<file path="config.mk">
export PLATFORM = sky130hd
export DESIGN_NAME = i2c_cmd_queue
export DESIGN_NICKNAME = d
export VERILOG_FILES = /design/src/rtl/i2c_cmd_queue.sv
export SDC_FILE = /design/constraint.sdc
export NUM_CORES = 1
export LEC_CHECK = 0
export ABC_AREA = 1
export BUFFER_PORTS_ARGS = -buffer_cell sky130_fd_sc_hd__buf_2
export CAP_MARGIN = 5
export CELL_PAD_IN_SITES_DETAIL_PLACEMENT = 0
export CELL_PAD_IN_SITES_GLOBAL_PLACEMENT = 1
export CORE_MARGIN = 2
export CORE_UTILIZATION = 43
export DETAILED_ROUTE_END_ITERATION = 8
export PLACE_DENSITY = 0.83
export SYNTH_ARGS = -nofsm -noshare
export SYNTH_HDL_FRONTEND = slang
export SYNTH_SLANG_ARGS = --single-unit
export TNS_END_PERCENT = 100
</file>
<file path="constraint.sdc">
create_clock -name clock -period 1.9 [get_ports clock]
set_input_delay 0.19 -clock clock [delete_from_list [all_inputs] [get_ports clock]]
set_output_delay 0.19 -clock clock [all_outputs]
set_load 0.03 [all_outputs]
</file>
<file path="src/rtl/i2c_cmd_queue.sv">
// I2C command queue: buffers host commands, issues them one at a time
// to the mock master and returns one response per command.
module i2c_cmd_queue #(
  parameter int CMD_DEPTH = 4,
  parameter int RSP_DEPTH = 4,
  parameter int TIMEOUT   = 255
) (
  input  logic       clock,
  input  logic       reset,
  input  logic       cmd_valid,
  output logic       cmd_ready,
  input  logic       cmd_write,
  input  logic [6:0] cmd_addr,
  input  logic [7:0] cmd_data,
  output logic       rsp_valid,
  input  logic       rsp_ready,
  output logic       rsp_write,
  output logic [6:0] rsp_addr,
  output logic [7:0] rsp_data,
  output logic       rsp_error,
  output logic       rsp_timeout,
  output logic       busy,
  output logic       m_start,
  output logic       m_write,
  output logic [6:0] m_address,
  output logic [7:0] m_write_data,
  input  logic       m_ready,
  input  logic       m_error,
  input  logic [7:0] m_read_data
);

  localparam int CAW = $clog2(CMD_DEPTH);
  localparam int RAW = $clog2(RSP_DEPTH);
  localparam int TW  = $clog2(TIMEOUT + 1);

  typedef enum logic [2:0] {
    S_IDLE,
    S_ISSUE,
    S_WAIT_BUSY,
    S_WAIT_DONE,
    S_RESP
  } state_t;

  state_t r_state;

  logic [15:0]   r_cmd_mem [CMD_DEPTH];
  logic [CAW:0]  r_cwr;
  logic [CAW:0]  r_crd;
  logic [17:0]   r_rsp_mem [RSP_DEPTH];
  logic [RAW:0]  r_rwr;
  logic [RAW:0]  r_rrd;

  logic [TW-1:0] r_timer;
  logic          r_m_start;
  logic          r_m_write;
  logic [6:0]    r_m_address;
  logic [7:0]    r_m_wdata;
  logic [7:0]    r_rdata;
  logic          r_err;
  logic          r_to;

  logic          w_cmd_empty;
  logic          w_cmd_full;
  logic          w_cmd_push;
  logic          w_cmd_pop;
  logic [15:0]   w_cmd_head;
  logic          w_rsp_empty;
  logic          w_rsp_full;
  logic          w_rsp_push;
  logic          w_rsp_pop;
  logic [17:0]   w_rsp_head;
  logic          w_tmo;

  assign w_cmd_empty = (r_cwr == r_crd);
  assign w_cmd_full  = (r_cwr[CAW] != r_crd[CAW]) &&
                       (r_cwr[CAW-1:0] == r_crd[CAW-1:0]);
  assign w_cmd_head  = r_cmd_mem[r_crd[CAW-1:0]];
  assign w_cmd_pop   = (r_state == S_IDLE) && !w_cmd_empty && m_ready;
  // A pop frees the slot in the same cycle, so a full FIFO can still accept
  assign cmd_ready   = !w_cmd_full || w_cmd_pop;
  assign w_cmd_push  = cmd_valid && cmd_ready;

  assign w_rsp_empty = (r_rwr == r_rrd);
  assign w_rsp_full  = (r_rwr[RAW] != r_rrd[RAW]) &&
                       (r_rwr[RAW-1:0] == r_rrd[RAW-1:0]);
  assign w_rsp_head  = r_rsp_mem[r_rrd[RAW-1:0]];
  assign w_rsp_push  = (r_state == S_RESP) && !w_rsp_full;
  assign w_rsp_pop   = rsp_valid && rsp_ready;

  assign rsp_valid = !w_rsp_empty;
  assign {rsp_write, rsp_addr, rsp_data, rsp_error, rsp_timeout} =
    rsp_valid ? w_rsp_head : 18'd0;

  assign busy         = (r_state != S_IDLE) || !w_cmd_empty;
  assign m_start      = r_m_start;
  assign m_write      = r_m_write;
  assign m_address    = r_m_address;
  assign m_write_data = r_m_wdata;
  assign w_tmo        = (r_timer == TW'(TIMEOUT));

  always_ff @(posedge clock) begin
    if (w_cmd_push)
      r_cmd_mem[r_cwr[CAW-1:0]] <= {cmd_write, cmd_addr, cmd_data};
  end

  always_ff @(posedge clock) begin
    if (w_rsp_push)
      r_rsp_mem[r_rwr[RAW-1:0]] <=
        {r_m_write, r_m_address, r_rdata, r_err, r_to};
  end

  always_ff @(posedge clock or posedge reset) begin
    if (reset) begin
      r_cwr <= '0;
      r_crd <= '0;
      r_rwr <= '0;
      r_rrd <= '0;
    end else begin
      if (w_cmd_push) r_cwr <= r_cwr + 1'b1;
      if (w_cmd_pop)  r_crd <= r_crd + 1'b1;
      if (w_rsp_push) r_rwr <= r_rwr + 1'b1;
      if (w_rsp_pop)  r_rrd <= r_rrd + 1'b1;
    end
  end

  always_ff @(posedge clock or posedge reset) begin
    if (reset) begin
      r_state     <= S_IDLE;
      r_timer     <= '0;
      r_m_start   <= 1'b0;
      r_m_write   <= 1'b0;
      r_m_address <= 7'd0;
      r_m_wdata   <= 8'd0;
      r_rdata     <= 8'd0;
      r_err       <= 1'b0;
      r_to        <= 1'b0;
    end else begin
      r_m_start <= 1'b0;
      unique case (r_state)
        S_IDLE: begin
          if (w_cmd_pop) begin
            r_m_write   <= w_cmd_head[15];
            r_m_address <= w_cmd_head[14:8];
            r_m_wdata   <= w_cmd_head[7:0];
            r_m_start   <= 1'b1;
            r_state     <= S_ISSUE;
          end
        end
        S_ISSUE: begin
          r_timer <= '0;
          r_state <= S_WAIT_BUSY;
        end
        S_WAIT_BUSY: begin
          // m_ready falling beats an expiring timer
          if (!m_ready) begin
            r_timer <= '0;
            r_state <= S_WAIT_DONE;
          end else if (w_tmo) begin
            r_err   <= 1'b0;
            r_to    <= 1'b1;
            r_rdata <= 8'd0;
            r_state <= S_RESP;
          end else begin
            r_timer <= r_timer + 1'b1;
          end
        end
        S_WAIT_DONE: begin
          if (m_ready) begin
            r_err   <= m_error;
            r_to    <= 1'b0;
            r_rdata <= r_m_write ? r_m_wdata : m_read_data;
            r_state <= S_RESP;
          end else if (w_tmo) begin
            r_err   <= 1'b0;
            r_to    <= 1'b1;
            r_rdata <= 8'd0;
            r_state <= S_RESP;
          end else begin
            r_timer <= r_timer + 1'b1;
          end
        end
        S_RESP: begin
          if (!w_rsp_full) r_state <= S_IDLE;
        end
        default: r_state <= S_IDLE;
      endcase
    end
  end

endmodule

</file>
==> metrics.txt, run 1 <==
unrepaired setup endpoints after global routing=true; # rows=49; Slew HR=50.7%; Async SR Flop Fraction=26.9%; root buf cell=clkbuf_16; area share of the largest cell type after synthesis=51.6%; Max FO, Critical Path=7; H-tree Lvls=4; sequential area share after synthesis=67.4%; critical path data arrival time=1790 ps; leakage=0.00397 uW; total CTS buffers=17; Crit Path Class=register to output port; Psw=6850 uW; sequential power share=36.4%; clock slew at reported path FFs=70 ps; CP required=1710 ps; DR iter-0 viols=403; violated checks=setup timing; Internal Power=9930 uW; vias in the first global route=5,087; Setup WS post-layout=-78.6 ps; maximum vdd drop=0.00105 V; multi-input logic area=2240 um^2; startpoint types=register; drt pass-1 iters=5; Ports=68; port bufs=67; Reg area=5340 um^2; Area contributors post-synth=edfxtp_1 52%, dfrtp_1 16%, nand2_1 6.5%; Initial Util=43.9%; first-pass GRT wire length=26,600 um; hpwl dp=10,800 um; max-slew violations=0; core area=18,000 um^2; Yosys warning count=0; Clk network pwr share=21.0%; largest net degree at the start of global routing=36; commonest register cell after synthesis=edfxtp_1; # DRC=0; commonest non-fill, non-tap cell in the layout=nand2_1; CTS max path bufs=2; Post-synth EDFFs=136; Fin. Hold Viols=0; final setup fails=7; Max-Cap Viols=0; total gr overflow=0; # diodes=0; Period minus WS final=1980 ps; Synth area leader=edfxtp_1; count of cell types in the netlist=36; Synth Register Bits=186; Power, Total=16,800 uW; RePlAce Congestion=0.790; Worst Hold Class=primary input to register; FILL cells=1,560; synthesized area=7920 um^2; syn_nets=759; Crit. End Element=output port; Skew-Pair Late Insertion Delay=430 ps; Avg Cell Area, Syn=11.0 um^2; GRT Util Overall=17.3%; Layout Utilization=53.7%; CTS tree=built; Vias=5,223; fin crit share=104%; PD cells=1730 nW/um^2; DIE WIDTH=140 um; drt wl/cell=15.2 um; via-per-instance ratio=4.90; hold slack=25.8 ps; Worst Tran Pin Value=739 ps; share of cells above drive strength 1=22.2%; die height=140 um; Final ANT Viol Nets=0; initial antenna violation count=0; Fmax=505 MHz; sw frac=40.8%; Gate power share=42.7%; Area Growth Syn to Fin=22.3%; outcome=finished, violations left; drt total wl=16,200 um; clk sinks=186; commonest cells after routing, fill and taps aside=137 x nand2_1, 136 x edfxtp_1, 101 x nor2_1; skew final=9.17 ps; Fin Setup TNS=-317 ps; Post-Synthesis Cells=718; # nets final=864; die area=19,500 um^2
-- synth_stat cells (4+ instances only) --
library cell	instances
ha_1	11
buf_2	6
buf_1	4
inv_2	5
buf_4	5
o211ai_1	8
nand2_1	137
o21ai_1	10
inv_1	55
nor2_1	112
o22ai_1	16
xnor2_1	6
dfrtp_1	50
o21ai_2	9
o21ai_0	87
edfxtp_1	136
nand2_2	6
nand3_1	19
clkbuf_1	9
-- cells by family (layout without fill, tap and decap cells) --
group | count (synthesis) | after routing | share of synthesized area (%)
and+or+nand+nor | 288 | 288 | 15.1
DFF | 186 | 186 | 67.4
AOI/OAI and AO/OA | 132 | 132 | 9.31
adders and majority gates | 11 | 11 | 1.74
xor gates and xnor gates | 9 | 9 | 0.996
buffers and inverters | 92 | 210 | 5.48
-- per-stage QoR --
stage | instance area (um^2) | setup slack, ps | cells
floorplan | 7950 | -234 | 718
global placement | 8660 | 204 | 1012
detailed placement | 8660 | 161 | 1012
CTS | 9470 | -74.4 | 1062
global route | 9680 | -177 | 1065
finish | 9680 | -78.6 | 1065
-- power groups by stage --
stage	clock network, uW	logic (uW)	registers (uW)
after floorplan	0	4460	6170
after CTS	3580	6520	6070
final	3520	7170	6100
after global routing	3720	7920	6220
after global placement	0	6350	6100
after detailed placement	0	6400	6140
-- worst max-delay path: stages (launching register included) --
cell	delay [ps]
dfrtp_2	500
buf_6	170
buf_6	130
nor2_4	90
nor2_1	40
o21ai_1	90
o21ai_2	100
nand2_1	60
inv_1	40
buf_6	130
-- flip-flops by register name (all words and copies together) (netlist names) --
register      cells
m_address         7
m_start           1
m_write           1
m_write_data      8
r_cmd_mem        64
r_crd             3
r_cwr             3
r_err             1
r_rdata           8
r_rrd             3
r_rsp_mem        72
r_rwr             3
r_state           3
r_timer           8
r_to              1
-- timing repair --
| action | 4_1_cts | 5_1_grt |
|---|---|---|
| hold buffers | 18 | 0 |
| endpoints found under the setup margin | 18 | 20 |
| resized for setup | 14 | 95 |
| pin swaps | 0 | 10 |
| hold endpoints to repair | 80 | 0 |
| setup buffers | 0 | 3 |
-- final cells by class --
class	instances	area share (%)
Clock buffer	17	4.40
Multi-Input combinational cell	440	23.1
Inverter	63	2.60
Sequential cell	186	55.2
Timing Repair Buffer	115	9.90
Tap cell	229	2.96
Clock inverter	15	1.85
-- metal layers --
layer  global-route usage, %  share of wire [%]  up-vias
li1                        -                  -     2638
met1                    23.8                 46     2439
met2                    27.9                 48      128
met3                    3.44                4.2       18
met4                    5.79                1.6        0
met5                       0                  0        -
-- path summary, 6_finish.rpt --
kind	start	end	slack (ps)	cells past startpoint
max	r_rrd[0]	rsp_data[1]	-80	9
max reg2reg	r_state[0]	r_cmd_mem[3][11]	160	8
min	m_read_data[0]	r_rdata[0]	30	3
min reg2reg	r_rdata[3]	r_rsp_mem[3][5]	520	0
min in group asynchronous	reset	r_timer[7]	280	3
max in group asynchronous	reset	r_rrd[0]	1100	4
Power figures use the tool's default switching activity.
==> run 2: changes to the inputs <==
==> constraint.sdc (replaced) <==
create_clock -name clock -period 1.9 [get_ports clock]
set_input_delay 0.38 -clock clock [delete_from_list [all_inputs] [get_ports clock]]
set_output_delay 0.38 -clock clock [all_outputs]
set_load 0.03 [all_outputs]
==> run 2 against run 1 <==
The run still ends with setup timing left. Final cell count decreased by 0.38%. Wire length decreased by 0.60%. Via count is essentially flat. Count of clock-buffer cells in the layout is the same. Worst setup slack worse by 190 ps. Critical path depth shrank 2. Sequential power down 1%. Register-to-register slack worse by 60 ps. Largest power group unchanged.
==> metrics.txt, run 2 (synthesis gave the netlist of run 1 again) <==
Vias=5,225; max reg flops=72; slowest cell delay on critical path=450 ps; Fin. Hold Viols=0; startpoint types=register; Final ANT Viol Nets=0; Reg-to-Reg Start=r_rrd[2]; fin cells=1,061; GRT Util Overall=17.1%; largest net degree at the start of global routing=51; # DRC=0; die area=19,500 um^2; total gr overflow=0; PD cells=1780 nW/um^2; max-slew violations=0; critical path data arrival time=1790 ps; FILL cells=1,585; Crit-path slowest cell=dfrtp_2; Reg area=5340 um^2; leakage=0.00398 uW; hpwl dp=10,600 um; setup slack, reg-to-reg=100 ps; die height=140 um; Max FO, Critical Path=11; RePlAce Congestion=0.757; Period minus WS final=2170 ps; Area Growth Syn to Fin=21.9%; violated checks=setup timing; # rows=49; hold slack=161 ps; Crit Path Class=register to output port; dpl cells=1,016; total CTS buffers=17; H-tree Lvls=4; CP startpoint=r_rrd[0]; port bufs=67; # nets final=859; Slew HR=73.1%; Max-Cap Viols=0; drt wl/cell=15.2 um; initial antenna violation count=1; Power, Total=17,200 uW; first-pass GRT wire length=26,000 um; drt total wl=16,100 um; Setup WS pre-CTS=104 ps; Skew-Pair Late Insertion Delay=440 ps; Ports=68; Initial Util=43.9%; via-per-instance ratio=4.92; Crit. End Element=output port; Fin Setup TNS=-4500 ps; clock slew at reported path FFs=70 ps; vias in the first global route=5,064; unrepaired setup endpoints after global routing=true; root buf cell=clkbuf_16; clk sinks=186; maximum vdd drop=0.00127 V; Worst Tran Pin Value=402 ps; CP required=1520 ps; DR iter-0 viols=343; Fmax=461 MHz; CTS max path bufs=2; commonest cells after routing, fill and taps aside=136 x edfxtp_1, 133 x nand2_1, 106 x nor2_1; CTS tree=built; outcome=finished, violations left; core area=18,000 um^2; DIE WIDTH=140 um; Setup WS post-layout=-267 ps; final setup fails=20; skew final=10.8 ps; fin crit share=114%; hold path startpoint=cmd_data[3]; multi-input logic area=2270 um^2; share of cells above drive strength 1=24.1%; crit-path cells=buf_6, xnor2_4, nand3_4, clkbuf_16, nand2_1, inv_1, buf_4; Worst Hold Class=primary input to register; drt pass-1 iters=4; commonest non-fill, non-tap cell in the layout=edfxtp_1
[run 2: through the flow]
step / cell area, um^2 / utilization [%]
2_1_floorplan: 7950 / -
3_3_place_gp: 8740 / 48.5
3_5_place_dp: 8740 / 48.5
4_1_cts: 9520 / 52.8
5_1_grt: 9650 / 53.5
6_report: 9650 / 53.6
[run 2: area by class of cell]
cell class | instances | area share, %
clock buffers | 17 | 4.41
diodes | 1 | 0.0259
well taps | 229 | 2.97
clock inverters | 15 | 1.93
repair buffers | 110 | 9.27
inverters | 63 | 2.59
multi-input cells | 440 | 23.5
flip-flops and latches | 186 | 55.3
[run 2: final timing paths]
check                                   end  cells after the start
setup / recovery                rsp_addr[4]                      7
hold / removal              r_cmd_mem[2][3]                      1
setup reg to reg           r_rsp_mem[2][11]                      5
hold reg to reg                  r_timer[2]                      2
max in group asynchronous          r_cwr[1]                      4
min in group asynchronous        r_timer[7]                      4
[run 2: report_power, final]
part	leakage [uW]	switching [uW]	internal [uW]	total (uW)
Clock	0.000294	1610	2000	3600
Combinational	0.00183	4680	2880	7570
Sequential	0.00186	651	5370	6020
Total	0.00398	6940	10200	17200
[run 2: timing repair]
item                                   CTS  global route
resized for setup                       33            31
pin swaps                                5             1
hold buffers                             1             0
setup endpoints to repair               21            42
setup buffers                           10             1
endpoints found under the hold margin   50             0
gates cloned                             0             1
[run 2: routing by layer]
layer,GRT usage [%],vias up,part of all wire [%]
met2,28.7,90,50
met1,21.9,2497,45
met3,3.30,21,3.0
met5,0,-,0
met4,6.68,0,2.0
li1,-,2617,-
[run 2: worst max-delay path, delay by kind of cell, from the launching register on]
family / cells / cell delay, ps
xor gates and xnor gates: 1 / 170
buffers and inverters: 4 / 530
DFF: 1 / 450
and+or+nand+nor: 2 / 190
==> run 3: changes to the inputs <==
MAX_ROUTING_LAYER = met4   (was unset)
==> run 3 against run 2 <==
The flow still finishes with violations (setup timing). Highest routed layer unchanged. Sequential power is essentially flat. Critical endpoint unchanged. Maximum frequency about the same. Clock skew about the same.
==> metrics.txt, run 3 (synthesis gave the netlist of run 1 again) <==
met2 usage=28.6%; PD cells=1780 nW/um^2; Power, Total=17,200 uW; Fin. Hold Viols=0; hpwl dp=10,600 um; FILL cells=1,585; grt met3 use=3.68%; H-tree Lvls=4; commonest non-fill, non-tap cell in the layout=edfxtp_1; sequential power share=35.0%; Max FO, Critical Path=11; unrepaired setup endpoints after global routing=true; Area Growth Syn to Fin=21.9%; RePlAce Congestion=0.767; # DRC=0; initial antenna violation count=1; Skew-Pair Late Insertion Delay=430 ps; largest net degree at the start of global routing=51; Slew HR=73.9%; violated checks=setup timing; CP required=1520 ps; Initial Util=43.9%; core area=18,000 um^2; port bufs=67; Reg area=5340 um^2; drt pass-1 iters=4; # rows=49; total CTS buffers=17; CTS max path bufs=2; die area=19,500 um^2; maximum vdd drop=0.00127 V; Crit Path Class=register to output port; share of cells above drive strength 1=24.1%; Ports=68; # nets final=859; die height=140 um; clk sinks=186; Fmax=462 MHz; Worst Hold Class=primary input to register; Vias=5,237; drt total wl=16,100 um; Internal Power=10,200 uW; Clk network pwr share=21.0%; Layout Utilization=53.6%; drt wl/cell=15.2 um; via-per-instance ratio=4.94; first-pass GRT wire length=26,000 um; DIE WIDTH=140 um; commonest cells after routing, fill and taps aside=136 x edfxtp_1, 133 x nand2_1, 106 x nor2_1; DR iter-0 viols=371; clock slew at reported path FFs=70 ps; max reg flops=72; outcome=finished, violations left; final setup fails=20; Worst Tran Pin Value=391 ps; Psw=6930 uW; GRT Util Overall=17.6%; Gate power share=44.0%; multi-input logic area=2270 um^2; Final ANT Viol Nets=0; M1 GR Usage=22.0%; busiest grt layer=met2; CTS tree=built; max-slew violations=0; Crit. End Element=output port; root buf cell=clkbuf_16; fin crit share=114%; vias in the first global route=5,075; total gr overflow=0; skew final=10.6 ps; critical path data arrival time=1790 ps; Setup WS post-layout=-266 ps; leakage=0.00398 uW; sw frac=40.3%; Max-Cap Viols=0; Period minus WS final=2170 ps; startpoint types=register
run 3: cell counts in the layout (fill, tap and decap cells not counted):
No cell type changed its count.
run 3: layout make-up:
class | count | area share, %
clock inverter | 15 | 1.93
clock buffer | 17 | 4.41
antenna | 1 | 0.0259
tap | 229 | 2.97
inverter | 63 | 2.59
sequential | 186 | 55.3
timing repair buffer | 110 | 9.27
multi-input combinational | 440 | 23.5
run 3: worst paths after layout:
path                        startpoint          endpoint  slack, ps  depth (start not counted)
hold reg to reg             r_timer[2]        r_timer[2]        510                          2
max in group asynchronous        reset          r_rrd[0]       1110                          4
setup reg to reg              r_rrd[2]  r_rsp_mem[2][11]        110                          5
min in group asynchronous        reset        r_timer[7]        510                          4
hold / removal             cmd_data[0]   r_cmd_mem[0][0]        160                          1
setup / recovery              r_rrd[0]       rsp_addr[4]       -270                          7
run 3: per-layer routing:
metal	routed length, um	part of all wire (%)	up-vias
met3	649	4.0	18
met5	0	0	-
li1	-	-	2622
met4	278	1.7	0
met1	7110	44	2491
met2	8060	50	106
run 3: per-stage QoR:
stage                     cells  setup TNS (ps)  hold slack [ps]  cell area, um^2  worst slack [ps]
after global routing       1061           -5910              148             9650              -356
after detailed placement   1016               0              446             8740               104
after global placement     1016               0              447             8740               135
after CTS                  1058           -5030              142             9520              -274
after floorplan             718          -16840              472             7950              -234
final                      1061           -4460              162             9650              -266
run 3: critical path: stages, from the launching register on:
cell       delay (ps)
dfrtp_2           450
buf_6             150
xnor2_4           170
nand3_4           120
clkbuf_16         200
nand2_1            70
inv_1              40
buf_4             150
run 3: power by group through the flow:
stage               clock, uW  sequential, uW  combinational [uW]
finish                   3600            6020                7560
global route             3820            6120                8360
CTS                      3680            6000                7160
detailed placement          0            6090                6620
global placement            0            6060                6510
floorplan                   0            6170                4460
run 3: timing repair:
action,in CTS,in global routing
hold buffers,1,0
setup buffers,10,1
pin swaps,5,1
gates cloned,0,1
hold endpoints to repair,50,0
gates resized for setup,33,31
endpoints found under the setup margin,21,42
